--- src/rtl/instr_fetch_unit.sv ---
// Instruction fetch stage: one outstanding word read to imem, valid/ready hand-off to decode,
// PC stall generation, redirect squash and sticky misaligned-fetch fault.
module instr_fetch_unit #(
  parameter logic [31:0] NOP_INSTR = 32'h0000_0000
) (
  input  logic        clk,
  input  logic        rst,
  input  logic [31:0] pc_addr,
  output logic        pc_stall,
  input  logic        redirect,
  output logic        imem_req_valid,
  output logic [31:0] imem_req_addr,
  input  logic        imem_req_ready,
  input  logic        imem_resp_valid,
  input  logic [31:0] imem_resp_data,
  output logic        instr_valid,
  output logic [31:0] instr,
  output logic [31:0] instr_addr,
  input  logic        instr_ready,
  output logic        fetch_fault
);

  typedef enum logic [2:0] {
    S_IDLE  = 3'd0,
    S_REQ   = 3'd1,
    S_WAIT  = 3'd2,
    S_HOLD  = 3'd3,
    S_FAULT = 3'd4
  } state_e;

  state_e      state_q, state_d;
  logic        discard_q, discard_d;
  logic [31:0] req_addr_q, req_addr_d;
  logic [31:0] instr_q, instr_d;
  logic [31:0] instr_addr_q, instr_addr_d;
  logic        misaligned;
  logic        req_fire;

  assign misaligned = (pc_addr[1:0] != 2'b00);

  // State register
  always_ff @(posedge clk) begin
    if (rst) begin
      state_q   <= S_IDLE;
      discard_q <= 1'b0;
    end else begin
      state_q   <= state_d;
      discard_q <= discard_d;
    end
  end

  // Next-state logic; redirect takes priority over every other event
  always_comb begin
    state_d   = state_q;
    discard_d = discard_q;
    unique case (state_q)
      S_IDLE: state_d = S_REQ;
      S_REQ: begin
        if (redirect)            state_d = S_REQ;
        else if (misaligned)     state_d = S_FAULT;
        else if (imem_req_ready) state_d = S_WAIT;
      end
      S_WAIT: begin
        // A response arriving with a redirect, or after one, belongs to the squashed path
        if (imem_resp_valid) begin
          state_d   = (redirect || discard_q) ? S_REQ : S_HOLD;
          discard_d = 1'b0;
        end else if (redirect) begin
          discard_d = 1'b1;
        end
      end
      S_HOLD: begin
        if (redirect || instr_ready) state_d = S_REQ;
      end
      S_FAULT: begin
        if (redirect) state_d = S_REQ;
      end
      default: state_d = S_IDLE;
    endcase
  end

  // Output logic
  always_comb begin
    imem_req_valid = !rst && (state_q == S_REQ) && !redirect && !misaligned;
    imem_req_addr  = imem_req_valid ? pc_addr : 32'h0;
    pc_stall       = rst || !(redirect || ((state_q == S_HOLD) && instr_ready));
    instr_valid    = (state_q == S_HOLD);
    fetch_fault    = (state_q == S_FAULT);
  end

  assign req_fire = imem_req_valid && imem_req_ready;

  // Datapath: request address latch and delivered instruction
  always_comb begin
    req_addr_d   = req_addr_q;
    instr_d      = instr_q;
    instr_addr_d = instr_addr_q;
    if (req_fire) req_addr_d = pc_addr;
    if ((state_q == S_WAIT) && (state_d == S_HOLD)) begin
      instr_d      = imem_resp_data;
      instr_addr_d = req_addr_q;
    end else if (state_d != S_HOLD) begin
      instr_d      = NOP_INSTR;
      instr_addr_d = 32'h0;
    end
  end

  always_ff @(posedge clk) begin
    if (rst) begin
      req_addr_q   <= 32'h0;
      instr_q      <= NOP_INSTR;
      instr_addr_q <= 32'h0;
    end else begin
      req_addr_q   <= req_addr_d;
      instr_q      <= instr_d;
      instr_addr_q <= instr_addr_d;
    end
  end

  assign instr      = instr_q;
  assign instr_addr = instr_addr_q;

endmodule

--- config.mk ---
export PLATFORM = sky130hd
export DESIGN_NAME = instr_fetch_unit
export DESIGN_NICKNAME = d
export VERILOG_FILES = /design/src/rtl/instr_fetch_unit.sv
export SDC_FILE = /design/constraint.sdc
export NUM_CORES = 1
export LEC_CHECK = 0
export BUFFER_PORTS_ARGS = -buffer_cell sky130_fd_sc_hd__clkbuf_2
export CORE_MARGIN = 2
export CORE_UTILIZATION = 40
export CTS_BUF_LIST = sky130_fd_sc_hd__clkbuf_8
export DETAILED_ROUTE_END_ITERATION = 10
export GPL_ROUTABILITY_DRIVEN = 0
export GPL_TIMING_DRIVEN = 0
export PLACE_DENSITY = 0.73
export SLEW_MARGIN = 20
export SYNTH_ARGS = -nofsm -noshare
export SYNTH_HDL_FRONTEND = slang
export SYNTH_SLANG_ARGS = --single-unit
--- constraint.sdc ---
create_clock -name clk -period 2.23 [get_ports clk]
set_input_delay 0.1115 -clock clk [delete_from_list [all_inputs] [get_ports clk]]
set_output_delay 0.1115 -clock clk [all_outputs]
set_load 0.005 [all_outputs]
=== Word-level counts from Yosys, hierarchy flattened ===
Cells that the tools add are included.

* Bits in registers: 100
* Input bits: 70
* Output and inout bits: 100
* Logic and storage cells: 44

* Equality and inequality tests: 6
* Multiplexer cells: 14
* Reductions and logical operators: 19

{| class="wikitable"
|+ Operator list
! kind !! number
|-
| $mux 32 || 4
|-
| $mux 3 || 6
|-
| $pmux 3 s5 || 1
|-
| $eq 3x2->1 const B || 3
|-
| $logic_and 1x1->1 || 6
|-
| $reduce_bool 2->1 || 3
|-
| $logic_not 1->1 || 4
|-
| $logic_or 1x1->1 || 4
|-
| $eq 3x1->1 const B || 1
|-
| $eq 3x3->1 const B || 1
|-
| $logic_not 3->1 || 1
|-
| $ne 3x2->1 const B || 1
|-
| $mux 1 || 2
|-
| $mux 2 || 1
|-
| $reduce_and 2->1 || 1
|}

=== Depth between registers and ports, before layout ===
* Word-level depth: 7
* Gate-level depth with buffers: 7
* Depth with buffers taken out: 4

=== Worst setup path after synthesis ===
Ideal clock, no wire load.

* Kind: reg2reg
* Start: register state_q[2]
* End: register state_q[1]
* Setup time: 128 ps
* Arrival time: 1423 ps
* Required time: 2102 ps
* Setup slack: 679 ps
* Stages on the path, launching flop included: 8
* Path buffers: 3
* Period minus slack after synthesis: 1551 ps
* Cell sequence: dfxtp_1 buf_4 and3b_1 a32o_1 a22oi_1 buf_4 buf_6 nor2_1

* Word-level cells in the longest chain between the ends: 2
* Elaborated cells on any way between the ends: 6

{| class="wikitable"
|+ Ends and longest elaborated chain
! element !! line !! RTL
|-
| start: declaration || 31 || <nowiki>state_e state_q, state_d;</nowiki>
|-
| start signal: assignment || 47 || <nowiki>state_q <= state_d;</nowiki>
|-
| $eq 3x2->1 || -- ||
|-
| net instr_valid || 16 || <nowiki>output logic instr_valid,</nowiki>
|-
| $pmux 3 s5 || 56 || <nowiki>unique case (state_q)</nowiki>
|}

The timed path passes the listed nets, and every way through them passes these cells.
A chain may end at the register's enable or synchronous reset.

=== Final worst setup path ===
* Start: register state_q[2]
* End: output imem_req_addr[21]

* Word-level cells in the longest chain between the ends: 5

{| class="wikitable"
|+ Ends and longest elaborated chain
! element !! line !! RTL
|-
| $eq 3x1->1 || 84 || <nowiki>imem_req_valid = !rst && (state_q == S_REQ) && !redirect && !misaligned;</nowiki>
|-
| $logic_and 1x1->1 (3 in series) || 84 ||
|-
| $mux 32 || 85 || <nowiki>imem_req_addr = imem_req_valid ? pc_addr : 32'h0;</nowiki>
|-
| end: declaration || 12 || <nowiki>output logic [31:0] imem_req_addr,</nowiki>
|}

No other way between the ends.

==> results.py <==
metrics = {
    "synthesis": {
        "async_reset_ff_frac": 0,
        "syn-cell-area_um2": 4300,
        "synth_warnings": 0,
        "avgSynthCellArea_um2": 11.1,
        "synth_edf_count": 0,
        "netlist_instances": 389,
        "ys.flop_type": "dfxtp_1",
        "ys_types": 32,
        "seq_area_frac_synth": 0.465,
        "synth_seq_cells": 100,
    },
    "sta": {
        "rsz0062_at_grt": "no",
        "skew_ns": 0.0121,
        "max_slew_margin": 0.642,
        "max_freq_ghz": 0.499,
        "setup_viol": 0,
        "hold_viol": 0,
        "setup_tns_ns": 0,
        "setup_ws_ns": 0.224,
        "finalCriticalPeriod_ns": 2.01,
        "worst_pin_slew_ns": 0.537,
        "slew_violations": 0,
        "holdWs_ns": 0.0160,
        "fin_crit_sh": 0.899,
    },
    "floorplanning": {
        "top_level_ports": 170,
        "fp.dieW_um": 108,
        "coreArea_um2": 10400,
        "start_util": 0.415,
        "dieArea_um2": 11600,
        "rows": 37,
        "die_h_um": 108,
    },
    "worst_setup_path": {
        "cp_cell_sequence": "buf_4 > nor3b_2 > and3_2 > clkbuf_2 > and2_1 > clkbuf_2",
        "slowest_stage": "and3_2",
        "critical_path.top_delay_family": "simple AND/OR/NAND/NOR gates",
        "crit_path_start_kind": "flip-flop",
        "worst-path-buf-inv": 3,
        "max_stage_delay_ns": 0.32,
        "cp_common_cell": "clkbuf_2",
        "crit_fanout": 10,
        "path_class": "reg -> out",
        "cp.arrival_ns": 1.89,
        "cp.required_ns": 2.12,
        "critPathCaptureType": "primary output",
    },
    "clock_tree": {
        "clk_path_buf_depth": 2,
        "clk_latency_ns": 0.35,
        "cts_buffers": 9,
        "cts_setup_buffers": 0,
        "clock-sinks": 100,
        "path_clk_slew_ns": 0.10,
        "cts_root_buf": "clkbuf_8",
        "cts_htree_levels": 3,
        "cts_tree": "built",
    },
    "routing": {
        "wirelength_mm": 10.1,
        "vias": 3407,
        "drtIter0Drc": 104,
        "vias_per_cell": 4.78,
        "ant_nets": 0,
        "avgRoutedWirePerCell_um": 14.1,
        "drt_pre_antenna_iters": 4,
        "drc": 0,
    },
    "place": {
        "port-buffer-count": 165,
        "place_area_um2": 5300,
        "dp.final_hpwl_mm": 7.50,
        "pre_cts_ws_ns": 0.370,
    },
    "grt": {
        "grt_max_degree": 17,
        "grt-ovfl-total": 0,
        "grt_pass1_wl_mm": 16.2,
        "grt_pass1_vias": 3336,
        "antenna_found_initial": 0,
        "grt_usage": 0.174,
    },
    "pwr": {
        "power_leakage_nw": 2.44,
        "power.density_nw_per_um2": 591,
        "vdd_ir_drop_max_mv": 0.397,
    },
    "finish": {
        "layout_commonest_cell": "clkbuf_2",
        "drive_above_1_share": 0.456,
        "final_cell_mix": "clkbuf_2, dfxtp_1, mux2i_1, nor3_2, nor2_1",
        "fill_cells": 979,
        "syn_to_final_growth_pct": 29.4,
        "insertedDiodeCount": 0,
        "stdcell_area_um2": 5570,
        "nets": 642,
    },
    "run": {
        "cap_violations": 0,
    },
    "min_path": {
        "holdCritPathClass": "in -> reg",
    },
    "status": {
        "run_status": "completed",
    },
}
## power by group
part,total [mW],switching [mW],internal (mW)
clock,1.16,0.614,0.551
combinational,0.332,0.193,0.139
sequential,1.80,0.00355,1.79
total,3.29,0.810,2.48
## per-stage QoR
step	power, mW	utilization	instances
global route	3.44	0.537	713
finish	3.29	0.537	713
CTS	3.33	0.537	713
detailed placement	2.16	0.511	691
floorplan	2.04	-	390
global placement	2.15	0.511	691
## routing by layer
layer | GRT usage | vias to the layer above | part of all wire
met1 | 0.218 | 1577 | 0.43
met2 | 0.301 | 115 | 0.49
met4 | 0.0430 | 0 | 0.0092
met5 | 0 | - | 0
li1 | - | 1707 | -
met3 | 0.0412 | 8 | 0.067
## state kept, by name (all words and copies together), names as in the netlist
signal / count
req_addr_q: 32
instr: 32
state_q: 3
discard_q: 1
instr_addr: 32
## worst min-delay path: stages
cell and delay (ns):
clkbuf_2 0.09, mux2i_1 0.06, nor2_1 0.07
## cells by family after synthesis
family                 after synthesis  share of synthesized area
other                                1                   0.000872
flip-flops                         100                      0.465
buffers and inverters               40                     0.0646
AO/OA/AOI/OAI                       11                     0.0209
AND/OR/NAND/NOR                    143                      0.229
multiplexers                        94                      0.219
## synth_stat cells, types with 2 or more instances
| cell | number | area, um2 |
|---|---|---|
| dfxtp_1 | 100 | 2000 |
| mux2i_1 | 94 | 941 |
| nor3_2 | 49 | 490 |
| nor2_1 | 35 | 131 |
| and2_1 | 30 | 188 |
| nor3_1 | 16 | 80.1 |
| buf_6 | 11 | 124 |
| clkbuf_1 | 9 | 33.8 |
| buf_4 | 8 | 60.1 |
| buf_2 | 6 | 30.0 |
| inv_1 | 4 | 15.0 |
| and3_1 | 3 | 18.8 |
| a21oi_1 | 2 | 10.0 |
| clkbuf_4 | 2 | 15.0 |
| nor2b_1 | 2 | 12.5 |
| nor3b_2 | 2 | 25.0 |
## repair_timing
action	4_1_cts	5_1_grt
hold buffers	6	0
setup endpoints to repair	2	23
hold endpoints to repair	6	0
pin swaps	0	0
resized for setup	1	5
## worst paths after layout
kind / startpoint / end / slack [ns] / cells after the start
setup / recovery: state_q[2] / imem_req_addr[21] / 0.22 / 6
hold reg to reg: req_addr_q[0] / req_addr_q[0] / 0.49 / 1
hold / removal: pc_addr[14] / req_addr_q[14] / 0.02 / 3
setup reg to reg: state_q[1] / instr_addr[18] / 0.44 / 5
## final cells by class
class	count	area, um2	area share
clock buffers	10	138	0.0247
repair buffers	171	886	0.159
clock inverters	6	63.8	0.0115
inverters	4	15.0	0.00270
well taps	136	170	0.0306
flip-flops and latches	100	2000	0.360
plain buffers	36	267	0.0479
multi-input cells	250	2030	0.364
Note: power is estimated with default switching activity, not from simulation.
